<file path="src/rtl/cic_comp_pkg.sv">
// -----------------------------------------------------------------------------
// cic_comp_pkg
// Shared constants, types and helpers for the CIC droop-compensation FIR
// (cic_comp_fir and its MAC sub-module).
//   DW/CW      : sample / coefficient widths (both signed)
//   NTAPS      : odd tap count; the filter is symmetric, so only NUNIQ taps
//                are stored and the mirrored pairs are pre-added
//   FRAC       : coefficient fraction bits (Q1.FRAC)
//   COEF       : unique taps, outer tap first, centre tap last. They sum, with
//                the mirrored pairs counted twice, to exactly 2^FRAC (DC gain 1).
//   ACCW       : accumulator width, wide enough that no partial sum overflows
//                for NTAPS <= 7
// No ports (package).
// -----------------------------------------------------------------------------
package cic_comp_pkg;

  localparam int DW    = 16;
  localparam int CW    = 16;
  localparam int NTAPS = 5;
  localparam int NUNIQ = (NTAPS + 1) / 2;
  localparam int FRAC  = 14;
  localparam int PRW   = DW + CW + 1;   // pre-add (DW+1) times coefficient (CW)
  localparam int ACCW  = DW + CW + 3;
  localparam int PW    = (NTAPS > 1) ? $clog2(NTAPS) : 1;
  localparam int KW    = (NUNIQ > 1) ? $clog2(NUNIQ) : 1;

  typedef logic signed [DW-1:0]   sample_t;
  typedef logic signed [CW-1:0]   coef_t;
  typedef logic signed [PRW-1:0]  prod_t;
  typedef logic signed [ACCW-1:0] acc_t;
  typedef logic [PW-1:0]          ptr_t;
  typedef logic [KW-1:0]          tap_t;

  typedef enum logic {
    IDLE = 1'b0,
    MAC  = 1'b1
  } state_t;

  localparam coef_t COEF [0:NUNIQ-1] = '{-16'sd512, -16'sd1536, 16'sd20480};

  // Coefficient lookup with an explicit range guard, so an index value that
  // the FSM never produces still yields a defined zero.
  function automatic coef_t coef_at(input tap_t k);
    coef_t c;
    c = '0;
    for (int i = 0; i < NUNIQ; i++) begin
      if (int'(k) == i) c = COEF[i];
    end
    return c;
  endfunction

  // Modulo-NTAPS pointer arithmetic for the circular delay line.
  function automatic ptr_t ptr_sub(input ptr_t base, input int off);
    int t;
    t = int'(base) - off;
    if (t < 0) t = t + NTAPS;
    return ptr_t'(t);
  endfunction

  function automatic ptr_t ptr_add(input ptr_t base, input int off);
    int t;
    t = int'(base) + off;
    if (t >= NTAPS) t = t - NTAPS;
    return ptr_t'(t);
  endfunction

  // Clamp an accumulator-width value into the signed DW-bit output range.
  // The value fits when every bit above the output sign bit equals the sign.
  function automatic sample_t sat(input acc_t v);
    sample_t r;
    if (v[ACCW-1:DW-1] == {(ACCW-DW+1){v[ACCW-1]}}) begin
      r = v[DW-1:0];
    end else if (v[ACCW-1]) begin
      r = {1'b1, {(DW-1){1'b0}}};
    end else begin
      r = {1'b0, {(DW-1){1'b1}}};
    end
    return r;
  endfunction

endpackage

</file>
<file path="src/rtl/cic_comp_if.sv">
// -----------------------------------------------------------------------------
// cic_comp_if
// Sample stream between the CIC decimator side and the compensation FIR.
//   os_sel    : oversampling select (same encoding as cic_filter)
//   in_valid  : one-clk strobe, data_in valid
//   data_in   : signed decimated sample
//   data_out  : signed compensated sample, held between out_valid pulses
//   out_valid : one-clk strobe, data_out updated
//   busy      : MAC engine running; an in_valid now is dropped
//   overrun   : sticky, a sample was dropped
// master = sample source / consumer, slave = the filter.
// -----------------------------------------------------------------------------
interface cic_comp_if;
  import cic_comp_pkg::*;

  logic [2:0] os_sel;
  logic       in_valid;
  sample_t    data_in;
  sample_t    data_out;
  logic       out_valid;
  logic       busy;
  logic       overrun;

  modport master (
    output os_sel, in_valid, data_in,
    input  data_out, out_valid, busy, overrun
  );

  modport slave (
    input  os_sel, in_valid, data_in,
    output data_out, out_valid, busy, overrun
  );

endinterface

</file>
<file path="src/rtl/cic_comp_mac.sv">
// -----------------------------------------------------------------------------
// cic_comp_mac
// One tap-pair per clock: pre-adds the two mirrored samples, multiplies by the
// shared coefficient and accumulates.
//   clk, reset_n : clock, asynchronous active-low reset
//   clr          : synchronous accumulator clear (start of a new output)
//   en           : add this cycle's product into the accumulator
//   single       : centre tap, use tap_a alone (no pre-add)
//   coef         : coefficient for this tap pair
//   tap_a, tap_b : mirrored delay-line samples
//   acc_sum      : accumulator plus this cycle's product (combinational), so
//                  the caller can capture the finished sum on the last tap
// -----------------------------------------------------------------------------
module cic_comp_mac
  import cic_comp_pkg::*;
(
  input  logic    clk,
  input  logic    reset_n,
  input  logic    clr,
  input  logic    en,
  input  logic    single,
  input  coef_t   coef,
  input  sample_t tap_a,
  input  sample_t tap_b,
  output acc_t    acc_sum
);

  logic signed [DW:0] pre_add;
  prod_t              product;
  acc_t               acc_reg;

  always_comb begin
    if (single) begin
      pre_add = {tap_a[DW-1], tap_a};
    end else begin
      pre_add = {tap_a[DW-1], tap_a} + {tap_b[DW-1], tap_b};
    end
  end

  // Both operands are extended to the full product width before multiplying
  // so the sign is carried through explicitly.
  assign product = prod_t'(pre_add) * prod_t'(coef);
  assign acc_sum = acc_reg + acc_t'(product);

  always_ff @(posedge clk or negedge reset_n) begin
    if (!reset_n) begin
      acc_reg <= '0;
    end else if (clr) begin
      acc_reg <= '0;
    end else if (en) begin
      acc_reg <= acc_sum;
    end
  end

endmodule

</file>
<file path="src/rtl/cic_comp_fir.sv">
// -----------------------------------------------------------------------------
// cic_comp_fir
// Serial symmetric droop-compensation FIR placed after cic_filter. Each
// accepted sample is written to a circular delay line, then NUNIQ MAC cycles
// form the output, which is shifted by FRAC, saturated and strobed out.
// Latency in_valid -> out_valid is NUNIQ+1 clocks.
// When os_sel selects a rate too fast for the serial engine (os_sel < 2) the
// input is passed straight through one clock later.
// Ports:
//   clk      : clock
//   reset_n  : asynchronous active-low reset
//   bus      : cic_comp_if.slave (os_sel, in_valid, data_in in;
//              data_out, out_valid, busy, overrun out)
// Build option:
//   CIC_COMP_ROUND_EN : round half up before the shift; otherwise truncate
//                       (floor). Timing is identical in both builds.
// -----------------------------------------------------------------------------
module cic_comp_fir
  import cic_comp_pkg::*;
(
  input  logic       clk,
  input  logic       reset_n,
  cic_comp_if.slave  bus
);

  state_t  state_reg, state_next;
  tap_t    k_reg, k_next;
  logic [2:0] os_sel_reg;
  sample_t delay_reg [NTAPS];
  ptr_t    wr_ptr_reg;
  ptr_t    base_reg;          // slot holding the newest sample, x[n]
  sample_t data_out_reg;
  logic    out_valid_reg;
  logic    overrun_reg;

  logic    os_change;
  logic    fir_mode;
  logic    accept;
  logic    drop;
  logic    bypass_hit;
  logic    last_tap;
  logic    mac_done;
  ptr_t    idx_a, idx_b;
  acc_t    mac_sum;
  acc_t    rounded;
  acc_t    scaled;

  // A change on os_sel is seen one cycle before os_sel_reg follows it; that
  // cycle flushes everything and ignores the strobe.
  assign os_change  = (bus.os_sel != os_sel_reg);
  assign fir_mode   = (os_sel_reg >= 3'd2);
  assign accept     = !os_change && fir_mode && (state_reg == IDLE) && bus.in_valid;
  assign drop       = !os_change && fir_mode && (state_reg == MAC)  && bus.in_valid;
  assign bypass_hit = !os_change && !fir_mode && bus.in_valid;
  assign last_tap   = (state_reg == MAC) && (k_reg == tap_t'(NUNIQ - 1));
  assign mac_done   = last_tap && !os_change;

  // ---------------------------------------------------------------------------
  // FSM
  // ---------------------------------------------------------------------------
  always_ff @(posedge clk or negedge reset_n) begin
    if (!reset_n) begin
      state_reg <= IDLE;
      k_reg     <= '0;
    end else begin
      state_reg <= state_next;
      k_reg     <= k_next;
    end
  end

  always_comb begin
    state_next = state_reg;
    k_next     = k_reg;
    if (os_change) begin
      state_next = IDLE;
      k_next     = '0;
    end else begin
      case (state_reg)
        IDLE: begin
          if (accept) begin
            state_next = MAC;
            k_next     = '0;
          end
        end
        MAC: begin
          if (last_tap) begin
            state_next = IDLE;
            k_next     = '0;
          end else begin
            k_next = k_reg + tap_t'(1);
          end
        end
        default: begin
          state_next = IDLE;
          k_next     = '0;
        end
      endcase
    end
  end

  // ---------------------------------------------------------------------------
  // Delay line and pointers
  // ---------------------------------------------------------------------------
  always_ff @(posedge clk or negedge reset_n) begin
    if (!reset_n) begin
      for (int i = 0; i < NTAPS; i++) delay_reg[i] <= '0;
      wr_ptr_reg <= '0;
      base_reg   <= '0;
    end else if (os_change) begin
      for (int i = 0; i < NTAPS; i++) delay_reg[i] <= '0;
      wr_ptr_reg <= '0;
      base_reg   <= '0;
    end else if (accept) begin
      delay_reg[wr_ptr_reg] <= bus.data_in;
      base_reg              <= wr_ptr_reg;
      wr_ptr_reg            <= ptr_add(wr_ptr_reg, 1);
    end
  end

  // Tap k pairs x[n-k] with x[n-(NTAPS-1-k)]; modulo NTAPS the second slot is
  // simply base+1+k. At the centre both indices coincide and the MAC takes a
  // single term.
  assign idx_a = ptr_sub(base_reg, int'(k_reg));
  assign idx_b = ptr_add(base_reg, int'(k_reg) + 1);

  cic_comp_mac u_mac (
    .clk     (clk),
    .reset_n (reset_n),
    .clr     (accept || os_change),
    .en      (state_reg == MAC),
    .single  (k_reg == tap_t'(NUNIQ - 1)),
    .coef    (coef_at(k_reg)),
    .tap_a   (delay_reg[idx_a]),
    .tap_b   (delay_reg[idx_b]),
    .acc_sum (mac_sum)
  );

  // ---------------------------------------------------------------------------
  // Output scaling
  // ---------------------------------------------------------------------------
`ifdef CIC_COMP_ROUND_EN
  localparam acc_t RND_BIAS = acc_t'(1) <<< (FRAC - 1);
  assign rounded = mac_sum + RND_BIAS;
`else
  assign rounded = mac_sum;
`endif

  assign scaled = rounded >>> FRAC;

  always_ff @(posedge clk or negedge reset_n) begin
    if (!reset_n) begin
      os_sel_reg    <= '0;
      data_out_reg  <= '0;
      out_valid_reg <= 1'b0;
      overrun_reg   <= 1'b0;
    end else begin
      os_sel_reg    <= bus.os_sel;
      out_valid_reg <= 1'b0;
      if (os_change) begin
        overrun_reg <= 1'b0;
      end else begin
        if (drop) overrun_reg <= 1'b1;
        if (mac_done) begin
          data_out_reg  <= sat(scaled);
          out_valid_reg <= 1'b1;
        end else if (bypass_hit) begin
          data_out_reg  <= bus.data_in;
          out_valid_reg <= 1'b1;
        end
      end
    end
  end

  assign bus.data_out  = data_out_reg;
  assign bus.out_valid = out_valid_reg;
  assign bus.overrun   = overrun_reg;
  assign bus.busy      = (state_reg == MAC);

endmodule

</file>
<file path="src/flat_wrapper.sv">
// flat-port wrapper written by rule: the top's interface ports become plain ports
module cic_comp_fir_flat import cic_comp_pkg::*;
  (clk, reset_n, bus_os_sel, bus_in_valid, bus_data_in, bus_data_out, bus_out_valid, bus_busy, bus_overrun);
  cic_comp_if bus_i ();
  input  logic clk;
  input  logic reset_n;
  input wire logic [$bits(bus_i.os_sel)-1:0] bus_os_sel;
  input wire logic [$bits(bus_i.in_valid)-1:0] bus_in_valid;
  input wire logic [$bits(bus_i.data_in)-1:0] bus_data_in;
  output wire logic [$bits(bus_i.data_out)-1:0] bus_data_out;
  output wire logic [$bits(bus_i.out_valid)-1:0] bus_out_valid;
  output wire logic [$bits(bus_i.busy)-1:0] bus_busy;
  output wire logic [$bits(bus_i.overrun)-1:0] bus_overrun;
  assign bus_i.os_sel = bus_os_sel;
  assign bus_i.in_valid = bus_in_valid;
  assign bus_i.data_in = bus_data_in;
  assign bus_data_out = bus_i.data_out;
  assign bus_out_valid = bus_i.out_valid;
  assign bus_busy = bus_i.busy;
  assign bus_overrun = bus_i.overrun;
  cic_comp_fir u_core (.clk(clk), .reset_n(reset_n), .bus(bus_i));
endmodule
</file>
<file path="config.mk">
export PLATFORM = sky130hd
export DESIGN_NAME = cic_comp_fir_flat
export DESIGN_NICKNAME = d
export VERILOG_FILES = /design/src/rtl/cic_comp_pkg.sv /design/src/rtl/cic_comp_if.sv /design/src/rtl/cic_comp_mac.sv /design/src/rtl/cic_comp_fir.sv /design/src/flat_wrapper.sv
export SDC_FILE = /design/constraint.sdc
export NUM_CORES = 1
export LEC_CHECK = 0
export CORE_UTILIZATION = 59
export DETAILED_ROUTE_END_ITERATION = 10
export GPL_TIMING_DRIVEN = 0
export PLACE_DENSITY = 0.89
export SYNTH_ARGS = -nofsm -noshare
export SYNTH_HDL_FRONTEND = slang
export SYNTH_HIERARCHICAL = 1
export SYNTH_SLANG_ARGS = --single-unit
</file>
<file path="constraint.sdc">
create_clock -name clk -period 10.8 [get_ports clk]
set_clock_uncertainty 0.2 [all_clocks]
set_input_delay 2.16 -clock clk [delete_from_list [all_inputs] [get_ports clk]]
set_output_delay 2.16 -clock clk [all_outputs]
set_load 0.1 [all_outputs]
</file>
### Word-level counts from Yosys, hierarchy flattened

Cells that the tools add are included.

| word-level totals | value |
|---|---|
| logic and storage cells | 104 |
| flip-flop bits (word level) | 145 |
| output and inout bits | 19 |
| input bits | 22 |

| cells by class | value |
|---|---|
| $mul | 1 |
| equal/unequal tests | 6 |
| magnitude comparators | 8 |
| bitwise logic cells | 5 |
| add/subtract/negate cells | 10 |
| muxes and demuxes | 41 |
| reductions and logical operators | 19 |

Operator list:

| operator | count |
|---|---|
| 16-bit 2-to-1 mux | 12 |
| 80-bit 2-to-1 mux | 2 |
| 16-bit binary-select mux with 3-bit select | 2 |
| 80-bit bitwise mux | 1 |
| 35-bit 2-to-1 mux | 2 |
| 16-bit demux with 3-bit select | 1 |
| 35-bit by 33-bit adder with 35-bit output | 1 |
| 17-bit by 16-bit multiplier with 33-bit output | 1 |
| 32-bit by 4-bit greater-or-equal comparator with 1-bit output, second input constant | 1 |
| 3-bit 2-to-1 mux | 7 |
| 16-bit by 16-bit adder with 17-bit output | 1 |
| 17-bit 2-to-1 mux | 1 |
| 4-bit greater-or-equal comparator, second input constant | 3 |
| 3-bit inverter with 4-bit output | 3 |
| 1-bit logical AND | 10 |
| 4-bit by 1-bit < comparator with 1-bit output, second input constant | 2 |
| 1-bit 2-to-1 mux | 8 |
| 2-bit nonzero test | 4 |
| 2-bit == test, second input constant | 3 |
| 2-bit 2-to-1 mux | 3 |
| 3-bit subtractor, second input constant | 2 |
| 5-bit == test | 1 |
| 3-bit by 1-bit adder with 4-bit output, second input constant | 1 |
| 3-bit by 3-bit adder with 4-bit output | 1 |
| other kinds (15) | 17 |

### Depth between registers and ports, before layout

| logic depth | value |
|---|---|
| depth in word-level cells | 15 |
| gate-level depth with buffers | 52 |
| depth with buffers taken out | 49 |

### By module

Netlist, hierarchy kept.

Modules (own cells, without submodules):

| module | cells each | sequential area each (um^2) | area an instance (um^2) | times used |
|---|---|---|---|---|
| cic_comp_mac | 1639 | 875.8 | 14564.0 | 1 |
| cic_comp_fir | 793 | 2752.6 | 6886.6 | 1 |

### Least setup slack after synthesis

Ideal clock, no wire load.

| timing | value |
|---|---|
| path kind | flip-flop to flip-flop |
| from | register u_core.k_reg[0] |
| to | register u_core.data_out_reg[10], in the netlist u_core/bus.data_out[10] |
| stages on the path, launching flop included | 48 |
| required time | 10.524 ns |
| clock period less this slack | 11.159 ns |
| data arrival time | 10.882 ns |
| slack | -0.359 ns |
| cells stage by stage | dfrtp_1 -> ha_1 -> inv_1 -> fa_1 -> ha_1 -> or4_1 -> clkbuf_1 -> mux2i_1 -> and2_1 -> buf_4 -> nand2_1 -> o21ai_0 -> ha_1 -> inv_1 -> fa_1 -> nor2b_1 -> o31a_1 -> a31oi_1 -> [... 12 more ...] -> inv_1 -> fa_1 -> inv_1 -> ha_1 -> a211oi_1 -> and2_1 -> a21oi_1 -> o211a_1 -> o211ai_2 -> a21oi_1 -> or3_1 -> and2_1 -> or4_1 -> nor2_1 -> o2bb2ai_1 -> clkbuf_1 -> a21oi_1 -> o21ai_1 |

| on the way | value |
|---|---|
| word-level cells in the longest chain between the ends | 15 |
| elaborated cells on any way between the ends | 36 |
| those cells by class | 7 x add/sub; 1 x mul; 2 x order compare; 4 x eq/ne; 15 x mux; 2 x bitwise; 5 x reduce/logical |

Ends and longest elaborated chain:

| what | line | text |
|---|---|---|
| start, declared | cic_comp_fir.sv:27 | `tap_t k_reg, k_next;` |
| start signal, assigned | cic_comp_fir.sv:67 | `k_reg <= k_next;` |
| 2-bit by 1-bit adder with 3-bit output | cic_comp_fir.sv:124 | `assign idx_b = ptr_add(base_reg, int'(k_reg) + 1);` |
| 3-bit by 3-bit adder with 4-bit output | cic_comp_pkg.sv:62 | `t = int'(base) + off;` |
| 32-bit by 4-bit greater-or-equal comparator with 1-bit output or 3-bit subtractor (tied branches) | cic_comp_pkg.sv:63 | `if (t >= NTAPS) t = t - NTAPS;` |
| 3-bit 2-to-1 mux | cic_comp_pkg.sv:63 |  |
| 3-bit inverter with 4-bit output (implied by the code) | cic_comp_fir.sv:134 | `.tap_b (delay_reg[idx_b]),` |
| 16-bit binary-select mux with 3-bit select | cic_comp_fir.sv:134 |  |
| 16-bit 2-to-1 mux (implied by the code) (2 in series) | cic_comp_fir.sv:134 |  |
| 16-bit by 16-bit adder with 17-bit output | cic_comp_mac.sv:36 | `pre_add = {tap_a[DW-1], tap_a} + {tap_b[DW-1], tap_b};` |
| 17-bit 2-to-1 mux | cic_comp_mac.sv:33 | `if (single) begin` |
| 17-bit by 16-bit multiplier with 33-bit output (*) | cic_comp_mac.sv:42 | `assign product = prod_t'(pre_add) * prod_t'(coef);` |
| 35-bit by 33-bit adder with 35-bit output (*) | cic_comp_mac.sv:43 | `assign acc_sum = acc_reg + acc_t'(product);` |
| named net u_core.mac_sum[31] | cic_comp_fir.sv:44 | `acc_t mac_sum;` |
| 5-bit == test (*) | cic_comp_pkg.sv:71 | `if (v[ACCW-1:DW-1] == {(ACCW-DW+1){v[ACCW-1]}}) begin` |
| 16-bit 2-to-1 mux (*) | cic_comp_pkg.sv:71 |  |
| 16-bit 2-to-1 mux (*) | cic_comp_fir.sv:163 | `if (mac_done) begin` |
| end signal, assigned | cic_comp_fir.sv:164 | `data_out_reg <= sat(scaled);` |
| end signal, assigned | cic_comp_fir.sv:167 | `data_out_reg <= bus.data_in;` |
| end, declared | cic_comp_fir.sv:32 | `sample_t data_out_reg;` |

The timed path passes the listed nets; every way through them passes the cells marked *. The select of a mux whose other input is x is not followed.
A chain may end at the register's enable or synchronous reset.

### Final worst setup path

| timing | value |
|---|---|
| from | register u_core.base_reg[0] |
| to | register u_core.data_out_reg[9], in the netlist u_core/bus.data_out[9] |

| on the way | value |
|---|---|
| word-level cells in the longest chain between the ends | 14 |
| elaborated cells on any way between the ends | 24 |
| those cells by class | 6 x add/sub; 1 x mul; 2 x order compare; 1 x eq/ne; 12 x mux; 2 x bitwise |

Ends and longest elaborated chain:

| what | line | text |
|---|---|---|
| start, declared | cic_comp_fir.sv:31 | `ptr_t base_reg;` |
| start signal, assigned | cic_comp_fir.sv:115 | `base_reg <= wr_ptr_reg;` |
| 3-bit by 3-bit adder with 4-bit output or 3-bit by 2-bit subtractor with 4-bit output (tied branches) | cic_comp_pkg.sv:62, cic_comp_pkg.sv:55 |  |
| 32-bit by 4-bit greater-or-equal comparator with 1-bit output (tied with other cells) | cic_comp_pkg.sv:63 |  |
| 3-bit 2-to-1 mux (on tied branches) | cic_comp_pkg.sv:63, cic_comp_pkg.sv:56 |  |
| 3-bit inverter with 4-bit output (on tied branches) | cic_comp_fir.sv:134, cic_comp_fir.sv:133 |  |
| 16-bit binary-select mux with 3-bit select (on tied branches) | cic_comp_fir.sv:134, cic_comp_fir.sv:133 |  |
| 16-bit 2-to-1 mux (on tied branches) (2 in series) | cic_comp_fir.sv:134, cic_comp_fir.sv:133 |  |
| 16-bit by 16-bit adder with 17-bit output | cic_comp_mac.sv:36 |  |
| 17-bit 2-to-1 mux (*) | cic_comp_mac.sv:33 |  |
| 17-bit by 16-bit multiplier with 33-bit output (*) | cic_comp_mac.sv:42 |  |
| 35-bit by 33-bit adder with 35-bit output (*) | cic_comp_mac.sv:43 |  |
| named net u_core.mac_sum[31] | cic_comp_fir.sv:44 |  |
| 5-bit == test (*) | cic_comp_pkg.sv:71 |  |
| 16-bit 2-to-1 mux (*) | cic_comp_pkg.sv:71 |  |
| 16-bit 2-to-1 mux (*) | cic_comp_fir.sv:163 |  |

Marks and branches as above.

==> flow_metrics.py <==
metrics = {
    "status": {
        "status": "complete, but fails checks",
        "failed_checks": "slew limit, setup timing",
    },
    "power": {
        "p_leak_nw": 11.9,
        "peakVddDrop_mv": 0.282,
        "power-per-cell-area_nw_per_um2": 143,
    },
    "placement": {
        "dpl.hpwl_mm": 47.1,
        "place_congestion": 0.964,
        "dp.cells": 2993,
        "place_ws_ns": -2.25,
        "io_buffers": 40,
    },
    "drt": {
        "postRouteWirelength_mm": 65.1,
        "via_count": 19000,
        "postRouteAntennaNets": 0,
        "dr.pass1.iters": 8,
        "dr.first_iter.drc_count": 2146,
        "routedWlPerCell_um": 20.9,
        "wl_met2_mm": 30.8,
        "wl_met3_mm": 7.22,
        "route.detailed.drc": 0,
        "avgViaCountPerCell": 6.08,
        "m1WireLength_mm": 22.4,
        "maxUsedRoutingLayer": "met4",
    },
    "grt": {
        "antenna_found_initial": 1,
        "grt_max_degree": 91,
        "grtUsageTotal": 0.351,
        "globalRouteOverflowTotal": 0,
        "grt_pass1_vias": 19700,
        "grt_pass1_wl_mm": 100,
    },
    "sta": {
        "slew_headroom": -0.225,
        "fin_tns_setup_ns": -13.81,
        "timing.final.hold_violations": 0,
        "fmax_mhz": 84.6,
        "setup_viol": 18,
        "rsz0062_at_grt": "true",
        "setup_ws_ns": -1.01,
        "worst_pin_slew_ns": 1.82,
        "maxSlewViolCount": 20,
        "timing.hold.ws_ns": 0.304,
        "finalCritPeriodShare": 1.09,
        "period_needed_ns": 11.81,
    },
    "clock_tree": {
        "clock_path_buffers": 2,
        "clock-sinks": 145,
        "worstSkewPairLatency_ns": 0.43,
        "clk_pin_slew_worst_paths_ns": 0.07,
        "cts-root-buf": "clkbuf_16",
        "htreeDepth": 4,
        "cts_made_buffers": 17,
        "hold_buffers": 0,
        "tritoncts": "yes",
    },
    "critical_path": {
        "crit_fanout": 7,
        "worstSetupStartpointType": "register",
        "reg2reg_depth": 50,
        "cp-startpoint": "u_core/base_reg[0]$_DFFE_PN0P_",
        "endpoint": "u_core/bus.data_out[9]$_DFFE_PN0P_",
        "arrival_ns": 11.95,
        "critPathKind": "reg2reg",
        "r2r_slack_ns": -1.01,
        "max_stage_delay_ns": 0.57,
        "reg2reg_from": "u_core/base_reg[0]$_DFFE_PN0P_",
        "crit_required_ns": 10.94,
        "cp_common_cell": "fa_1",
        "slowest_stage": "fa_1",
        "r2r_end": "u_core/bus.data_out[9]$_DFFE_PN0P_",
        "cp-end-kind": "register",
    },
    "layout": {
        "post-route-util": 0.704,
        "instances_no_fill": 3120,
        "fin_nets": 3119,
        "areaGrowthSynthToFinish_pct": 17.1,
        "layout-drive-gt1-share": 0.142,
        "largest_reg_flops": 80,
    },
    "flow_run": {
        "max_cap_violations": 0,
    },
    "yosys": {
        "ys.warnings.count": 6,
        "syn_area_um2": 21400,
        "synth_cells": 2431,
        "syn_area_per_cell_um2": 8.82,
    },
    "floorplan": {
        "die_area_um2": 37100,
        "ios": 41,
        "fp.dieH_um": 193,
        "die_w_um": 193,
        "start_util": 0.601,
        "placementRows": 69,
        "core_um2": 35700,
    },
    "worst_hold_path": {
        "hp-class": "reg2reg",
    },
}
-- where the power goes --
part	leakage, nW	total [W]	switching (W)	internal, W
Sequential	2.00	0.000587	0.0000240	0.000563
Combinational	9.60	0.00240	0.00144	0.000956
Clock	0.288	0.000607	0.000255	0.000352
Total	11.9	0.00359	0.00172	0.00187
-- how the worst min path moves through the flow --
stage                                         startpoint  cells after the start                                    to
floorplan           u_core/u_mac/acc_reg[13]$_DFFE_PN0P_                      1  u_core/u_mac/acc_reg[13]$_DFFE_PN0P_
global placement    u_core/u_mac/acc_reg[13]$_DFFE_PN0P_                      1  u_core/u_mac/acc_reg[13]$_DFFE_PN0P_
detailed placement   u_core/bus.data_out[14]$_DFFE_PN0P_                      2   u_core/bus.data_out[14]$_DFFE_PN0P_
CTS                  u_core/bus.data_out[14]$_DFFE_PN0P_                      2   u_core/bus.data_out[14]$_DFFE_PN0P_
global route        u_core/u_mac/acc_reg[25]$_DFFE_PN0P_                      1  u_core/u_mac/acc_reg[25]$_DFFE_PN0P_
finish               u_core/bus.data_out[14]$_DFFE_PN0P_                      2   u_core/bus.data_out[14]$_DFFE_PN0P_
-- metal layers --
layer,GRT usage,vias to the layer above
met3,0.0842,387
met5,0,-
met2,0.574,1349
li1,-,8020
met1,0.426,9219
met4,0.191,0
-- repair_timing --
action,in CTS,in global routing
setup endpoints to repair,35,27
resized for setup,174,88
pin swaps,62,53
cloned,2,0
setup buffers,59,37
-- critical path, delay by kind of cell, from the launching register on --
| family | cells | cell delay, ns |
|---|---|---|
| AOI/OAI and AO/OA | 15 | 2.74 |
| and+or+nand+nor | 10 | 2.03 |
| buffers and inverters | 12 | 1.20 |
| xor gates and xnor gates | 1 | 0.19 |
| adders and majority gates | 12 | 4.90 |
| DFF | 1 | 0.43 |
-- cell type report --
| type | count | area, um2 |
|---|---|---|
| Tap cell | 461 | 577 |
| Inverter | 484 | 1820 |
| Clock inverter | 12 | 145 |
| Sequential cell | 145 | 3630 |
| Timing Repair Buffer | 144 | 1280 |
| Buffer | 103 | 613 |
| Clock buffer | 20 | 447 |
| Antenna cell | 2 | 5.00 |
| Multi-Input combinational cell | 1749 | 16600 |
| Fill cell | 2412 | 10600 |
-- cells in the final DEF (no fill, tap or decap), types with 7 or more instances in the layout --
cell             count
a211oi_1             7
a21o_1              22
a21oi_1             64
a21oi_2             15
a21oi_4              9
a22oi_2             12
and2_1             133
buf_1                7
buf_2               19
buf_4               92
buf_6               21
clkbuf_1            48
clkbuf_16           17
clkbuf_8             7
clkdlybuf4s50_1     39
conb_1              55
dfrtp_1            144
fa_1               311
ha_1               115
ha_4                15
inv_1              473
inv_2               11
mux2_2              14
mux2_4              18
mux2i_1             85
nand2_1            333
nand2b_1            12
nand3_1             13
nor2_1              75
nor2b_1             22
nor3_1              12
o21ai_0             77
o21ai_1             52
o21ai_2             14
o21bai_1            10
o22ai_1             32
o31ai_1             20
xnor2_1             42
xor2_1              12
-- through the flow --
step           total power, W  cell area (um2)
2_1_floorplan         0.00186            21700
3_3_place_gp          0.00225            22700
3_5_place_dp          0.00229            22700
4_1_cts               0.00318            24500
5_1_grt               0.00376            25100
6_report              0.00359            25100
No activity file was read; power rests on OpenSTA's default activity.
